### src/rtl/scaler_v_ctrl.sv
// Per-frame vertical sequencer: primes the line matrix, steps the vertical LUT, issues fetch/emit handshakes.
// Optional ack watchdog with timeout_err port: define SCALER_V_CTRL_TIMEOUT_EN.
module scaler_v_ctrl #(
  parameter int unsigned IMG_V_MAX      = 1080,
  parameter int unsigned IMG_V_BITWIDTH = 11,
  parameter int unsigned KERNEL_MAX     = 4,
  parameter int unsigned LUT_LATENCY    = 2
`ifdef SCALER_V_CTRL_TIMEOUT_EN
  ,
  parameter int unsigned TIMEOUT_CYCLES = 65535
`endif
) (
  input  logic                      core_clk,
  input  logic                      core_rst_n,
  input  logic [IMG_V_BITWIDTH-1:0] core_arg_img_src_v,
  input  logic [IMG_V_BITWIDTH-1:0] core_arg_img_des_v,
  input  logic                      frame_start,
  output logic                      lut_rst,
  output logic                      v_start,
  input  logic                      matrix_ram_read_stride,
  input  logic                      matrix_ram_read_repeat,
  output logic                      fetch_req,
  input  logic                      fetch_ack,
  output logic                      emit_req,
  input  logic                      emit_ack,
  output logic                      busy,
  output logic                      frame_done,
  output logic [IMG_V_BITWIDTH-1:0] src_cnt,
  output logic [IMG_V_BITWIDTH-1:0] des_cnt
`ifdef SCALER_V_CTRL_TIMEOUT_EN
  ,
  output logic                      timeout_err
`endif
);

  localparam int unsigned W      = IMG_V_BITWIDTH;
  localparam int unsigned WAIT_W = (LUT_LATENCY > 1) ? $clog2(LUT_LATENCY) : 1;
  localparam logic [W-1:0]      KMAX      = W'(KERNEL_MAX);
  localparam logic [W-1:0]      VMAX      = W'(IMG_V_MAX);
  localparam logic [WAIT_W-1:0] WAIT_LAST = WAIT_W'((LUT_LATENCY > 0) ? LUT_LATENCY - 1 : 0);

  typedef enum logic [3:0] {
    S_IDLE, S_INIT, S_PRIME, S_STEP, S_WAIT, S_DECIDE, S_EMIT, S_FETCH, S_DONE
  } state_e;

  state_e            state_q, state_d;
  logic [W-1:0]      src_v_q, src_v_d, des_v_q, des_v_d;
  logic [W-1:0]      src_cnt_q, src_cnt_d, des_cnt_q, des_cnt_d;
  logic [WAIT_W-1:0] wait_q, wait_d;
  logic              pend_q, pend_d;
  logic              gap_q, gap_d;

  logic [W-1:0] src_arg, des_arg, prime_tgt, src_inc, des_inc;

  assign src_arg   = (core_arg_img_src_v > VMAX) ? VMAX : core_arg_img_src_v;
  assign des_arg   = (core_arg_img_des_v > VMAX) ? VMAX : core_arg_img_des_v;
  assign prime_tgt = (src_v_q < KMAX) ? src_v_q : KMAX;
  assign src_inc   = (src_cnt_q < src_v_q) ? src_cnt_q + W'(1) : src_cnt_q;
  assign des_inc   = (des_cnt_q < des_v_q) ? des_cnt_q + W'(1) : des_cnt_q;

`ifdef SCALER_V_CTRL_TIMEOUT_EN
  localparam int unsigned WD_W = $clog2(TIMEOUT_CYCLES + 1);
  logic [WD_W-1:0] wdog_q, wdog_d;
  logic            timeout_q, timeout_d;
  assign timeout_err = timeout_q;
`endif

  always_comb begin
    state_d    = state_q;
    src_v_d    = src_v_q;
    des_v_d    = des_v_q;
    src_cnt_d  = src_cnt_q;
    des_cnt_d  = des_cnt_q;
    wait_d     = wait_q;
    pend_d     = pend_q;
    gap_d      = gap_q;
    lut_rst    = 1'b0;
    v_start    = 1'b0;
    fetch_req  = 1'b0;
    emit_req   = 1'b0;
    frame_done = 1'b0;
    unique case (state_q)
      S_IDLE: begin
        if (frame_start) begin
          src_v_d   = src_arg;
          des_v_d   = des_arg;
          src_cnt_d = '0;
          des_cnt_d = '0;
          pend_d    = 1'b0;
          gap_d     = 1'b0;
          state_d   = S_INIT;
        end
      end
      S_INIT: begin
        lut_rst = 1'b1;
        state_d = ((src_v_q == '0) || (des_v_q == '0)) ? S_DONE : S_PRIME;
      end
      S_PRIME: begin
        // One idle cycle between consecutive prime fetches so each request drops after its ack.
        if (gap_q) begin
          gap_d = 1'b0;
        end else begin
          fetch_req = 1'b1;
          if (fetch_ack) begin
            src_cnt_d = src_inc;
            if (src_inc >= prime_tgt) state_d = S_STEP;
            else                      gap_d   = 1'b1;
          end
        end
      end
      S_STEP: begin
        v_start = 1'b1;
        wait_d  = '0;
        state_d = S_WAIT;
      end
      S_WAIT: begin
        if (wait_q >= WAIT_LAST) state_d = S_DECIDE;
        else                     wait_d  = wait_q + WAIT_W'(1);
      end
      S_DECIDE: begin
        if (matrix_ram_read_repeat) begin
          pend_d  = 1'b0;
          state_d = S_EMIT;
        end else if (matrix_ram_read_stride) begin
          pend_d  = 1'b0;
          state_d = S_FETCH;
        end else begin
          pend_d  = 1'b1;
          state_d = S_EMIT;
        end
      end
      S_EMIT: begin
        emit_req = 1'b1;
        if (emit_ack) begin
          des_cnt_d = des_inc;
          pend_d    = 1'b0;
          if (des_inc == des_v_q) state_d = S_DONE;
          else if (pend_q)        state_d = S_FETCH;
          else                    state_d = S_STEP;
        end
      end
      S_FETCH: begin
        if (src_cnt_q >= src_v_q) begin
          state_d = S_STEP;
        end else begin
          fetch_req = 1'b1;
          if (fetch_ack) begin
            src_cnt_d = src_inc;
            state_d   = S_STEP;
          end
        end
      end
      S_DONE: begin
        frame_done = 1'b1;
        state_d    = S_IDLE;
      end
      default: state_d = S_IDLE;
    endcase
`ifdef SCALER_V_CTRL_TIMEOUT_EN
    wdog_d    = '0;
    timeout_d = 1'b0;
    if ((fetch_req && !fetch_ack) || (emit_req && !emit_ack)) begin
      if (wdog_q >= WD_W'(TIMEOUT_CYCLES - 1)) begin
        state_d   = S_IDLE;
        pend_d    = 1'b0;
        gap_d     = 1'b0;
        timeout_d = 1'b1;
      end else begin
        wdog_d = wdog_q + WD_W'(1);
      end
    end
`endif
  end

  always_ff @(posedge core_clk or negedge core_rst_n) begin
    if (!core_rst_n) begin
      state_q   <= S_IDLE;
      src_v_q   <= '0;
      des_v_q   <= '0;
      src_cnt_q <= '0;
      des_cnt_q <= '0;
      wait_q    <= '0;
      pend_q    <= 1'b0;
      gap_q     <= 1'b0;
`ifdef SCALER_V_CTRL_TIMEOUT_EN
      wdog_q    <= '0;
      timeout_q <= 1'b0;
`endif
    end else begin
      state_q   <= state_d;
      src_v_q   <= src_v_d;
      des_v_q   <= des_v_d;
      src_cnt_q <= src_cnt_d;
      des_cnt_q <= des_cnt_d;
      wait_q    <= wait_d;
      pend_q    <= pend_d;
      gap_q     <= gap_d;
`ifdef SCALER_V_CTRL_TIMEOUT_EN
      wdog_q    <= wdog_d;
      timeout_q <= timeout_d;
`endif
    end
  end

  assign busy    = (state_q != S_IDLE) && (state_q != S_DONE);
  assign src_cnt = src_cnt_q;
  assign des_cnt = des_cnt_q;

endmodule

### config.mk
export PLATFORM = sky130hd
export DESIGN_NAME = scaler_v_ctrl
export DESIGN_NICKNAME = d
export VERILOG_FILES = /design/src/rtl/scaler_v_ctrl.sv
export SDC_FILE = /design/constraint.sdc
export NUM_CORES = 1
export LEC_CHECK = 0
export BUFFER_PORTS_ARGS = -buffer_cell sky130_fd_sc_hd__buf_2
export CORE_ASPECT_RATIO = 0.6
export CORE_MARGIN = 5
export CORE_UTILIZATION = 54
export DETAILED_ROUTE_END_ITERATION = 7
export PLACE_DENSITY = 0.86
export SETUP_SLACK_MARGIN = 0.15
export SLEW_MARGIN = 30
export SYNTH_ARGS = -nofsm -noshare
export SYNTH_HDL_FRONTEND = slang
export SYNTH_SLANG_ARGS = --single-unit
### constraint.sdc
create_clock -name core_clk -period 6.72 [get_ports core_clk]
set_clock_uncertainty 0.2 [all_clocks]
set_input_delay 0.336 -clock core_clk [delete_from_list [all_inputs] [get_ports core_clk]]
set_output_delay 0.336 -clock core_clk [all_outputs]
set_load 0.01 [all_outputs]
==> flow_results.org <==
** Cells and area
- Number of standard cells in the final layout excluding fillers :: between 600 and 700
- Antenna diode count :: 0
- Counting the fill cells in the layout gives approximately 610.
- Most frequent standard cell in the layout excluding fill and tap cells :: sky130_fd_sc_hd__buf_2
- After routing the design area is 4440 µm².
- The net count of the finished layout is approximately 580.
- Compared with the post-synthesis result, the final layout area differs by 13.4%.
- Of the cells placed in the final design, the portion with a size suffix greater than 1 is approximately 15%.
- Highest-count cells in the layout ignoring fill and taps :: sky130_fd_sc_hd__buf_2 (56), sky130_fd_sc_hd__nand2_1 (51), sky130_fd_sc_hd__dfrtp_1 (51), sky130_fd_sc_hd__o21ai_0 (39), sky130_fd_sc_hd__ha_1 (34)
- End-of-flow core utilization :: between 60% and 70%

** Die
- The die covers between 9000 and 10,000 µm².
- The die is ~76 µm tall.
- Pin placement for this block handled between 50 and 60 I/O pins.
- Effective utilization at floorplan :: between 50% and 60%
- The total area inside the core boundary comes to a little over 7000 µm².
- Row count :: 24
- Measured along the x axis, the die boundary spans 120 µm.

** Power and ir drop
- The analysis attributes to net switching a power of 0.000609 W.
- Power density normalized to cell area :: 331 nW/µm²
- Cell Int Power :: between 0.0008 and 0.0009 W
- Share of total power in the clock network :: between 20% and 30%
- Leakage power :: between 2 and 2.5 nW
- IR analysis of the VDD net gives a maximum drop of around 0.00013 V.
- Register share of total power :: between 30% and 40%
- Net switching is 41.5% of the power.
- In this run, the combinational gates consume between 40% and 50% of the power.

** Route
- Post-detailed-route via-to-cell ratio :: 6.22
- The final route contains around 3,800 vias.
- Drt wl/cell :: around 17 µm
- Drt total wl :: approximately 11 mm
- Number of optimization iterations in the first detailed-route pass :: 5
- The detail route stage leaves a number of antenna-violating nets equal to 0.
- Drt first-iter violations :: 421
- DRC violations left :: 0

** Clocking
- The clock drives 51 sinks.
- Counting along the longest clock path gives a buffer depth of 2.
- CTS HTree Levels :: 2
- Clock transition at the registers of the reported paths :: 0.07 ns
- Once the clock tree was built, the resizer swapped 0 gates to a different size.
- Clock latency on the worst-skew pair, taken at its later pin, is between 0.2 and 0.3 ns.
- Number of clock buffers inserted by TritonCTS :: 5
- The tree is rooted in a sky130_fd_sc_hd__clkbuf_16.
- TritonCTS built the clock tree.

** Timing
- Smallest setup slack after layout :: ~2.3 ns
- Setup-violating endpoint count in the final report :: 0
- The number of slew-limit violations in the final report came to 0.
- The clock period could shrink to roughly 4.4 ns.
- For the final routed database, the setup TNS stands at 0 ns.
- At the pin with the least slew margin, the transition time is slightly below 0.8 ns.
- Final period utilization :: about 66%
- The number of hold-slack violations in the final timing report came to 0.
- Unrepaired setup endpoints after global routing :: no
- Derived from the worst setup path, the maximum achievable clock frequency is 0.226 GHz.
- Worst slew margin :: a little under half

** Worst setup path
- CP arrival :: about 4.4 ns
- Critical path endpoint category :: flip-flop
- CP Launch Type :: flip-flop
- The critical path goes through ha_1 > a2111oi_2 > o21ai_1 > o21ai_2 > o41a_1 > and4_1 > and2_4 > nand2_2 > xnor2_1 > ha_1 > a2111o_1 > a21oi_1 > o31ai_1 > a22oi_1 > or3_1 > o21ai_1.
- Data on the critical path is required at its endpoint by around 6.7 ns.
- By startpoint and endpoint, the worst setup path is classified as flip-flop to flip-flop.
- In this run the worst path has a maximum fanout of 10.
- Across all register-to-register paths, the minimum setup slack is about 2.3 ns.
- For this run, the slowest stage of the critical path takes 0.45 ns.
- The slowest stage of the critical path is the sky130_fd_sc_hd__dfrtp_1 cell.

** Global routing
- The first global-routing pass estimated approximately 18 mm of wire.
- The via count of the first global-routing pass came to 3,511.
- Initial antenna violation count :: 0
- Total gr overflow :: 0
- Across every metal layer, demand over resource in global routing totals around 24%.
- Maximum number of pins on one net before global-route repair :: 52

** Placed design
- Routability congestion estimate from global placement :: 1.00
- In this run, placement finished with an instance count of roughly 600.
- Detailed placement finished with a half-perimeter wire length of just over 8 mm.
- Post-Place Setup Slack :: between 2 and 2.5 ns
- Number of buffers inserted by port buffering :: 56
- Placement Cell Area :: 4240 µm²

** Synth
- Cell type with the highest aggregate area in the netlist :: sky130_fd_sc_hd__dfrtp_1
- Share of synthesized flip-flops with an asynchronous set or reset :: 100%
- Cells after Synth :: 468
- Count of state elements after synthesis :: 51
- Area share of the largest cell type after synthesis :: about a third
- After synthesis the cells add up to about 4000 µm².
- EDFF count, synth :: 0
- The most used flip-flop cell after synthesis is sky130_fd_sc_hd__dfrtp_1.
- Yosys warns :: 0
- Yosys attributes the largest share of cell area to sky130_fd_sc_hd__dfrtp_1 (33%), sky130_fd_sc_hd__ha_1 (11%), sky130_fd_sc_hd__o21ai_0 (5.0%), sky130_fd_sc_hd__nand2_1 (4.9%), sky130_fd_sc_hd__a21oi_1 (3.8%).
- Unique masters post-synth :: 58
- A synthesized cell averages 8.37 µm².
- Sequential element share of the synthesized area :: about a third

** Status
- The run finished with clean final reports.

** Worst hold path
- Type of the most critical hold path :: input pin to flip-flop

** Flow run
- Maxcap violations :: 0
[area by class of cell]
cell class	instances	area, µm²	share of cell area (%)
Tap cell	91	114	2.57
Sequential cell	51	1280	28.8
Inverter	26	97.6	2.20
Timing Repair Buffer	59	305	6.88
Clock buffer	6	129	2.90
Clock inverter	2	60.1	1.35
Multi-Input combinational cell	376	2460	55.3
[worst max-delay path: cells and delay by family, from the launching register on]
| family | cells | cell delay [ns] |
|---|---|---|
| simple gates | 4 | 0.92 |
| xor+xnor | 1 | 0.15 |
| fa+ha+maj | 2 | 0.64 |
| compound gates | 9 | 1.94 |
| flops | 1 | 0.45 |
[cells in the mapped netlist (8+ instances only)]
library cell                n
sky130_fd_sc_hd__o21ai_0   39
sky130_fd_sc_hd__nand3b_1   9
sky130_fd_sc_hd__xnor2_1   15
sky130_fd_sc_hd__o21ai_1   21
sky130_fd_sc_hd__inv_1     26
sky130_fd_sc_hd__nand3_1   13
sky130_fd_sc_hd__o31ai_1    9
sky130_fd_sc_hd__a21oi_1   30
sky130_fd_sc_hd__buf_2      8
sky130_fd_sc_hd__nand2_1   51
sky130_fd_sc_hd__clkbuf_1  11
sky130_fd_sc_hd__dfrtp_1   51
sky130_fd_sc_hd__nor2_1    25
sky130_fd_sc_hd__xor2_1    10
sky130_fd_sc_hd__nor3_1    12
sky130_fd_sc_hd__and3_1     9
sky130_fd_sc_hd__ha_1      34
[power groups by stage]
stage               Clock (W)  Combinational (W)  Sequential [W]
floorplan                   0           0.000481        0.000467
detailed placement          0           0.000614        0.000510
global route         0.000354           0.000717        0.000522
finish               0.000334           0.000627        0.000508
CTS                  0.000337           0.000620        0.000505
global placement            0           0.000590        0.000503
[sequential cells by signal (all words and copies together) (netlist names)]
signal	count
state_q	4
des_cnt	11
src_v_q	11
gap_q	1
pend_q	1
wait_q	1
src_cnt	11
des_v_q	11
[path summary, 6_finish.rpt]
kind                                             start                endpoint  cells after the start
worst max-delay path            src_cnt[8]$_DFFE_PN0P_  state_q[1]$_DFFE_PN0P_                     16
worst min-delay path            matrix_ram_read_repeat      pend_q$_DFFE_PN0P_                      2
worst max register to register  src_cnt[8]$_DFFE_PN0P_  state_q[1]$_DFFE_PN0P_                     16
max in group asynchronous                   core_rst_n  des_cnt[9]$_DFFE_PN0P_                      3
min in group asynchronous                   core_rst_n  src_cnt[1]$_DFFE_PN0P_                      3
worst min register to register      pend_q$_DFFE_PN0P_      pend_q$_DFFE_PN0P_                      2
[repair_timing]
action | 4_1_cts | 5_1_grt
hold buffers | 1 | 0
endpoints found under the hold margin | 40 | 0
setup buffers | 0 | 0
[per-layer routing]
metal	track usage [%]	vias to the layer above	part of all wire, %
li1	-	1805	-
met1	37.4	1785	49
met2	34.1	200	41
met3	5.21	11	8.7
met4	5.26	0	1.1
met5	0	-	0
[kinds of logic (layout without fill, tap and decap cells)]
family | after synthesis | count (layout) | synth area share (%)
AO/OA/AOI/OAI | 147 | 147 | 23.6
XOR/XNOR | 25 | 25 | 5.59
adder cells (fa/ha/maj) | 34 | 34 | 10.9
buffers and inverters | 48 | 93 | 5.34
flip-flops | 51 | 51 | 32.6
multiplexers | 2 | 2 | 0.863
other | 1 | 8 | 0.0958
AND/OR/NAND/NOR | 160 | 160 | 21.0
[through the flow]
step	total power, W	hold slack, ns
CTS	0.00146	0.0425
floorplan	0.000948	-0.160
detailed placement	0.00112	0.301
global route	0.00159	0.0475
finish	0.00147	0.0434
global placement	0.00109	0.290
Power figures use the tool's default switching activity.
